### src/rtl/soma_pkg.sv
// Shared state encoding and saturating arithmetic for the soma sweep scheduler.
package soma_pkg;

  localparam int VW_DEF = 16;

  typedef enum logic [1:0] {
    IDLE  = 2'd0,
    SWEEP = 2'd1,
    DONE  = 2'd2
  } state_t;

  function automatic logic [VW_DEF-1:0] sat_add(input logic [VW_DEF-1:0] a,
                                                input logic [VW_DEF-1:0] b);
    logic [VW_DEF:0] s;
    s = {1'b0, a} + {1'b0, b};
    return s[VW_DEF] ? {VW_DEF{1'b1}} : s[VW_DEF-1:0];
  endfunction

  // a - b clamped at flr; an underflowing subtraction also lands on flr.
  function automatic logic [VW_DEF-1:0] floor_sub(input logic [VW_DEF-1:0] a,
                                                  input logic [VW_DEF-1:0] b,
                                                  input logic [VW_DEF-1:0] flr);
    logic [VW_DEF-1:0] d;
    if (a < b) return flr;
    d = a - b;
    return (d < flr) ? flr : d;
  endfunction

endpackage

### src/rtl/rr_arbiter.sv
// Round-robin arbiter: the search starts at ptr and wraps, first requester wins.
module rr_arbiter #(
  parameter int N = 4,
  localparam int PW = (N > 1) ? $clog2(N) : 1
) (
  input  logic [N-1:0]  req,
  input  logic [PW-1:0] ptr,
  output logic [N-1:0]  gnt,
  output logic [PW-1:0] gnt_idx,
  output logic          any
);

  always_comb begin
    logic [PW:0] s;
    logic [PW-1:0] k;
    gnt     = '0;
    gnt_idx = '0;
    any     = 1'b0;
    s       = '0;
    k       = '0;
    for (int i = 0; i < N; i++) begin
      s = {1'b0, ptr} + (PW+1)'(i);
      if (s >= (PW+1)'(N)) s = s - (PW+1)'(N);
      k = s[PW-1:0];
      if (!any && req[k]) begin
        any     = 1'b1;
        gnt[k]  = 1'b1;
        gnt_idx = k;
      end
    end
  end

endmodule

### src/rtl/soma_sweep_scheduler.sv
// Shares one leaky integrate-and-fire datapath across N_NEURON virtual somas;
// events accumulate between ticks, each tick sweeps every neuron once.
//   state | meaning
//   IDLE  | arbitrate synapse events into accumulators, wait for tick
//   SWEEP | evaluate neuron idx, then drain any pending spike
//   DONE  | one-cycle tick_done pulse
module soma_sweep_scheduler
  import soma_pkg::*;
#(
  parameter int N_NEURON = 16,
  parameter int N_REQ    = 4,
  parameter int IDW      = $clog2(N_NEURON),
  parameter int VW       = VW_DEF
) (
  input  logic                 clk,
  input  logic                 rst,
  input  logic [7:0]           vrest,
  input  logic [7:0]           vth,
  input  logic [7:0]           vlk,
  input  logic [7:0]           r_time,
  input  logic [N_REQ-1:0]     req_valid,
  input  logic [N_REQ*IDW-1:0] req_nid,
  input  logic [N_REQ*8-1:0]   req_weight,
  output logic [N_REQ-1:0]     req_ready,
  input  logic                 tick,
  input  logic                 kill_valid,
  input  logic [IDW-1:0]       kill_nid,
  output logic                 spike_valid,
  output logic [IDW-1:0]       spike_nid,
  input  logic                 spike_ready,
  output logic                 busy,
  output logic                 tick_done,
  output logic                 tick_miss
);

  localparam int PW = (N_REQ > 1) ? $clog2(N_REQ) : 1;
  localparam logic [IDW-1:0] LAST = IDW'(N_NEURON - 1);

  state_t state, state_nxt;

  logic [VW-1:0]       v    [N_NEURON];
  logic [VW-1:0]       acc  [N_NEURON];
  logic [7:0]          refr [N_NEURON];
  logic [N_NEURON-1:0] dead;

  logic [PW-1:0]  rr_ptr;
  logic [N_REQ-1:0] gnt;
  logic [PW-1:0]  gnt_idx;
  logic           gnt_any;

  logic [IDW-1:0] idx;
  logic           swept;
  logic [VW-1:0]  p_vrest, p_vth, p_vlk;
  logic [7:0]     p_rtime;

  logic           accept, port_free, eval_en, eval_dead, fire;
  logic [IDW-1:0] w_nid;
  logic [7:0]     w_weight;
  logic [VW-1:0]  t_sum, v_next;

  rr_arbiter #(.N(N_REQ)) u_arb (
    .req     (req_valid),
    .ptr     (rr_ptr),
    .gnt     (gnt),
    .gnt_idx (gnt_idx),
    .any     (gnt_any)
  );

  always_ff @(posedge clk or negedge rst) begin
    if (!rst) state <= IDLE;
    else      state <= state_nxt;
  end

  always_comb begin
    state_nxt = state;
    case (state)
      IDLE:    if (tick) state_nxt = SWEEP;
      SWEEP:   if (swept && port_free) state_nxt = DONE;
      DONE:    state_nxt = IDLE;
      default: state_nxt = IDLE;
    endcase
  end

  always_comb begin
    req_ready = (state == IDLE) ? gnt : '0;
    busy      = (state == SWEEP);
    tick_done = (state == DONE);
  end

  always_comb begin
    accept    = (state == IDLE) && gnt_any;
    w_nid     = req_nid[int'(gnt_idx)*IDW +: IDW];
    w_weight  = req_weight[int'(gnt_idx)*8 +: 8];
    port_free = !spike_valid || spike_ready;
    eval_en   = (state == SWEEP) && !swept && port_free;
    // A kill landing on the neuron under evaluation takes effect immediately.
    eval_dead = dead[idx] || (kill_valid && (kill_nid == idx));
    t_sum     = sat_add(v[idx], acc[idx]);
    v_next    = floor_sub(t_sum, p_vlk, p_vrest);
    fire      = (v_next >= p_vth);
  end

  always_ff @(posedge clk or negedge rst) begin
    if (!rst) begin
      for (int i = 0; i < N_NEURON; i++) begin
        v[i]    <= '0;
        acc[i]  <= '0;
        refr[i] <= '0;
      end
      dead        <= '0;
      rr_ptr      <= '0;
      idx         <= '0;
      swept       <= 1'b0;
      p_vrest     <= '0;
      p_vth       <= '0;
      p_vlk       <= '0;
      p_rtime     <= '0;
      spike_valid <= 1'b0;
      spike_nid   <= '0;
      tick_miss   <= 1'b0;
    end else begin
      tick_miss <= tick && (state != IDLE);
      if (kill_valid) dead[kill_nid] <= 1'b1;
      if (accept) begin
        acc[w_nid] <= sat_add(acc[w_nid], VW'(w_weight));
        rr_ptr     <= (gnt_idx == PW'(N_REQ - 1)) ? '0 : gnt_idx + PW'(1);
      end
      if (spike_valid && spike_ready) spike_valid <= 1'b0;
      if ((state == IDLE) && tick) begin
        p_vrest <= VW'(vrest);
        p_vth   <= VW'(vth);
        p_vlk   <= VW'(vlk);
        p_rtime <= r_time;
        idx     <= '0;
        swept   <= 1'b0;
      end
      if (eval_en) begin
        acc[idx] <= '0;
        if (idx == LAST) swept <= 1'b1;
        else             idx   <= idx + IDW'(1);
        if (!eval_dead) begin
          if (refr[idx] != 8'd0) begin
            refr[idx] <= refr[idx] - 8'd1;
            v[idx]    <= p_vrest;
          end else if (fire) begin
            v[idx]      <= p_vrest;
            refr[idx]   <= p_rtime;
            spike_valid <= 1'b1;
            spike_nid   <= idx;
          end else begin
            v[idx] <= v_next;
          end
        end
      end
    end
  end

endmodule
### config.mk
export PLATFORM = sky130hd
export DESIGN_NAME = soma_sweep_scheduler
export DESIGN_NICKNAME = d
export VERILOG_FILES = /design/src/rtl/soma_pkg.sv /design/src/rtl/rr_arbiter.sv /design/src/rtl/soma_sweep_scheduler.sv
export SDC_FILE = /design/constraint.sdc
export NUM_CORES = 2
export LEC_CHECK = 0
export CAP_MARGIN = 20
export CORE_ASPECT_RATIO = 1.75
export CORE_MARGIN = 2
export CORE_UTILIZATION = 57
export CTS_CLUSTER_DIAMETER = 120
export DETAILED_ROUTE_END_ITERATION = 10
export PLACE_DENSITY = 0.77
export SLEW_MARGIN = 5
export SYNTH_ARGS = -nofsm -noshare
export SYNTH_HDL_FRONTEND = slang
export SYNTH_SLANG_ARGS = --single-unit
### constraint.sdc
create_clock -name clk -period 13.1 [get_ports clk]
set_input_delay 1.31 -clock clk [delete_from_list [all_inputs] [get_ports clk]]
set_output_delay 1.31 -clock clk [all_outputs]
set_load 0.02 [all_outputs]
==> metrics.md <==
| Metric | Value |
|---|---|
| RSZ-0062 raised after global routing | false |
| Largest net degree at the start of global routing | 178 |
| Cell repeated most along the worst path | a21o_1 |
| Tcrit/Tclk final | 91.3% |
| GPL Wtd Cong | 1.01 |
| Starting Density | 57.3% |
| Initial antenna violation count | 11 |
| DR vias | 35100 |
| Fin Setup TNS | 0 ps |
| Postcts setup bufs | 0 |
| Worst setup EP type | register |
| Element type at the critical path start | register |
| Die area | 0.0719 mm2 |
| Worst-Skew Late Latency | 670 ps |
| Share of layout cells above drive strength 1 | 13.9% |
| Hold/Removal Path Class | reg -> reg |
| Worst R2R Setup Slack | 1140 ps |
| Critical-path top delay cell | dfrtp_4 |
| Top cell family by delay on the critical path | compound AO/OA/AOI/OAI gates |
| Number of remaining DRC errors | 0 |
| PostCTS Resize Cnt | 0 |
| CTS max path bufs | 3 |
| Syn nets | 4123 |
| Cell area after layout | 0.0441 mm2 |
| Hold EP | dead[0] |
| Core Rows | 128 |
| CP Data Required Time | 13670 ps |
| Crit-path max FO | 119 |
| Status | completed |
| DR iter-0 viols | 4325 |
| Place WS | 941 ps |
| Detailed placer's ending HPWL | 89900 um |
| I/O pin count | 105 |
| Post-synthesis cell area | 0.0397 mm2 |
| CTS Sinks | 703 |
| Synth cell types | 75 |
| Core Region | 0.0693 mm2 |
| DR WL/cell | 28.8 um |
| DP Area | 0.0415 mm2 |
| Global-route wire length before repair | 213000 um |
| H-tree depth | 3 |
| Seq/Total Area, Yosys | 44.3% |
| Top_reg_cell synth | dfrtp_1 |
| Register area | 0.0176 mm2 |
| Relative slew slack | 14.8% |
| Final Hold Fails | 0 |
| Clk pin slew, worst setup/hold paths | 60 ps |
| Root buffer cell | clkbuf_16 |
| Async SR Flop Fraction | 100% |
| Worst stage delay on the critical path | 730 ps |
| DRT Pass-1 Iters | 7 |
| Fmax | 83.6 MHz |
| Routed WL | 140000 um |
| Num CTS Buffers | 68 |
| Critical path class | reg -> reg |
| Syn Inst Count | 3967 |
| Number of global-route vias before repair | 35200 |
| Hold Crit Start | dead[0] |
| Reg-to-reg endpoint | refr[35] |
| CTS tree | done |
| Slew Viols, Final | 0 |
| Cells on worst reg2reg path | 36 |
| Buf/Inv on CP | 4 |
| Detail Route Antenna Nets | 0 |
| Fin crit period | 11960 ps |
| Chip height | 353 um |
| GR Util All Layers | 39.6% |
| Fillers | 5410 |
| Max cap viols | 0 |
| Final Net Count | 4056 |
| Final setup vio count | 0 |
| Warnings from Yosys | 0 |
| Die W | 204 um |
| Hold path cells | 1 |
| GR Overflow Total | 0 |
| Skew final | 30.0 ps |
| Most frequent cells in the layout | 699 x dfrtp_1, 550 x o21ai_0, 549 x nand2_1 |
| Worst Max-Slew Pin Slew | 1270 ps |
| Commonest non-fill, non-tap cell in the layout | dfrtp_1 |
| Reg-to-Reg Start | idx[0] |
| Area occupied by multi-input gates | 0.0206 mm2 |
| Synth-to-layout area growth | 11.1% |
| #FFs+latches synth | 703 |
| Final WS setup | 1140 ps |
| DR vias/cell | 7.20 |
| WP data arrival | 12530 ps |
| CTS Hold Bufs | 0 |
| Post-synth EDFFs | 0 |
| Avg Inst Size Synth | 10.0 um2 |
| Port bufs | 104 |
layer usage:
layer | routed length [um] | vias up | global-route usage (%)
li1 | - | 14700 | -
met1 | 45500 | 17100 | 44.5
met2 | 66400 | 2452 | 61.9
met3 | 14400 | 849 | 11.0
met4 | 14000 | 8 | 34.2
met5 | 44 | - | 0
worst max path at each step:
stage | slack (ps) | end | depth (start not counted) | from
2_1_floorplan | 180 | v[167] | 47 | idx[0]
3_3_place_gp | 1130 | v[49] | 36 | idx[0]
3_5_place_dp | 940 | v[49] | 36 | idx[0]
4_1_cts | 890 | v[49] | 37 | idx[0]
5_1_grt | 370 | v[247] | 36 | idx[0]
6_report | 1140 | refr[35] | 36 | idx[0]
synthesized netlist by cell type, types with 10 or more instances:
master     count  area share [%]
dfrtp_1      703              44
o21ai_0      550             6.9
nand2_1      549             5.2
clkbuf_1     292             2.8
mux4_2       209              12
a21oi_1      171             2.2
and2_1       147             2.3
nand3_1      135             1.7
nor2_1       103            0.97
nor3_1        79            0.99
o31a_1        76             1.7
mux2i_1       73             1.8
a211oi_1      63             1.2
inv_1         61            0.58
ha_1          60             1.9
o211ai_1      54             1.0
a41oi_1       48             1.1
nor4_1        38            0.60
o22ai_1       37            0.58
o221ai_1      36            0.79
a2111oi_0     35            0.77
buf_2         33            0.42
a31oi_1       32            0.50
mux2_2        32            0.91
buf_1         27            0.25
nand4_1       24            0.38
a21o_1        23            0.43
xnor2_1       23            0.51
a311oi_1      19            0.42
a31o_2        19            0.42
nor2b_1       19            0.30
o21bai_1      18            0.34
o21a_1        14            0.26
and3_1        13            0.20
nand2b_1      12            0.19
xor2_1        10            0.22
flip-flops by register name, summed over array words and instances (netlist names):
register     flops
idx              4
tick_miss        1
spike_valid      1
rr_ptr           2
p_vlk            8
dead            16
acc            256
spike_nid        4
p_vrest          8
p_rtime          8
swept            1
v              256
refr           128
state            2
p_vth            8
cells by family after synthesis:
| logic type | Yosys count | share of synthesized area [%] |
|---|---|---|
| DFF | 703 | 44.3 |
| AOI/OAI and AO/OA | 1263 | 20.3 |
| xor gates and xnor gates | 33 | 0.727 |
| adders and majority gates | 63 | 2.04 |
| muxes | 314 | 14.6 |
| and+or+nand+nor | 1164 | 13.8 |
| buffers and inverters | 427 | 4.32 |
area by class of cell:
type                    count  share of cell area [%]
diodes                      9                  0.0510
clock buffers              86                    4.30
clock inverters            35                    1.10
inverters                  63                   0.536
multi-input cells        2837                    46.7
flip-flops and latches    703                    39.9
well taps                 910                    2.58
repair buffers            227                    4.88
worst reg2reg max path, delay by kind of cell (launching register included):
kind / cells / cell delay, ps
fa+ha+maj: 4 / 1170
compound gates: 20 / 5350
flops: 1 / 730
buf+inv: 4 / 1290
mux: 2 / 1180
simple gates: 6 / 2150
per-stage QoR:
step / hold slack (ps) / std cells / utilization, %
5_1_grt: 479 / 4862 / 63.6
4_1_cts: 469 / 4846 / 63.3
3_3_place_gp: 440 / 4722 / 59.8
2_1_floorplan: 423 / 3967 / -
6_report: 468 / 4870 / 63.7
3_5_place_dp: 457 / 4725 / 59.9
Power is left out: the tool's default activity adds up to more than one toggle a clock period on the data nets, which glitch-free logic cannot reach.
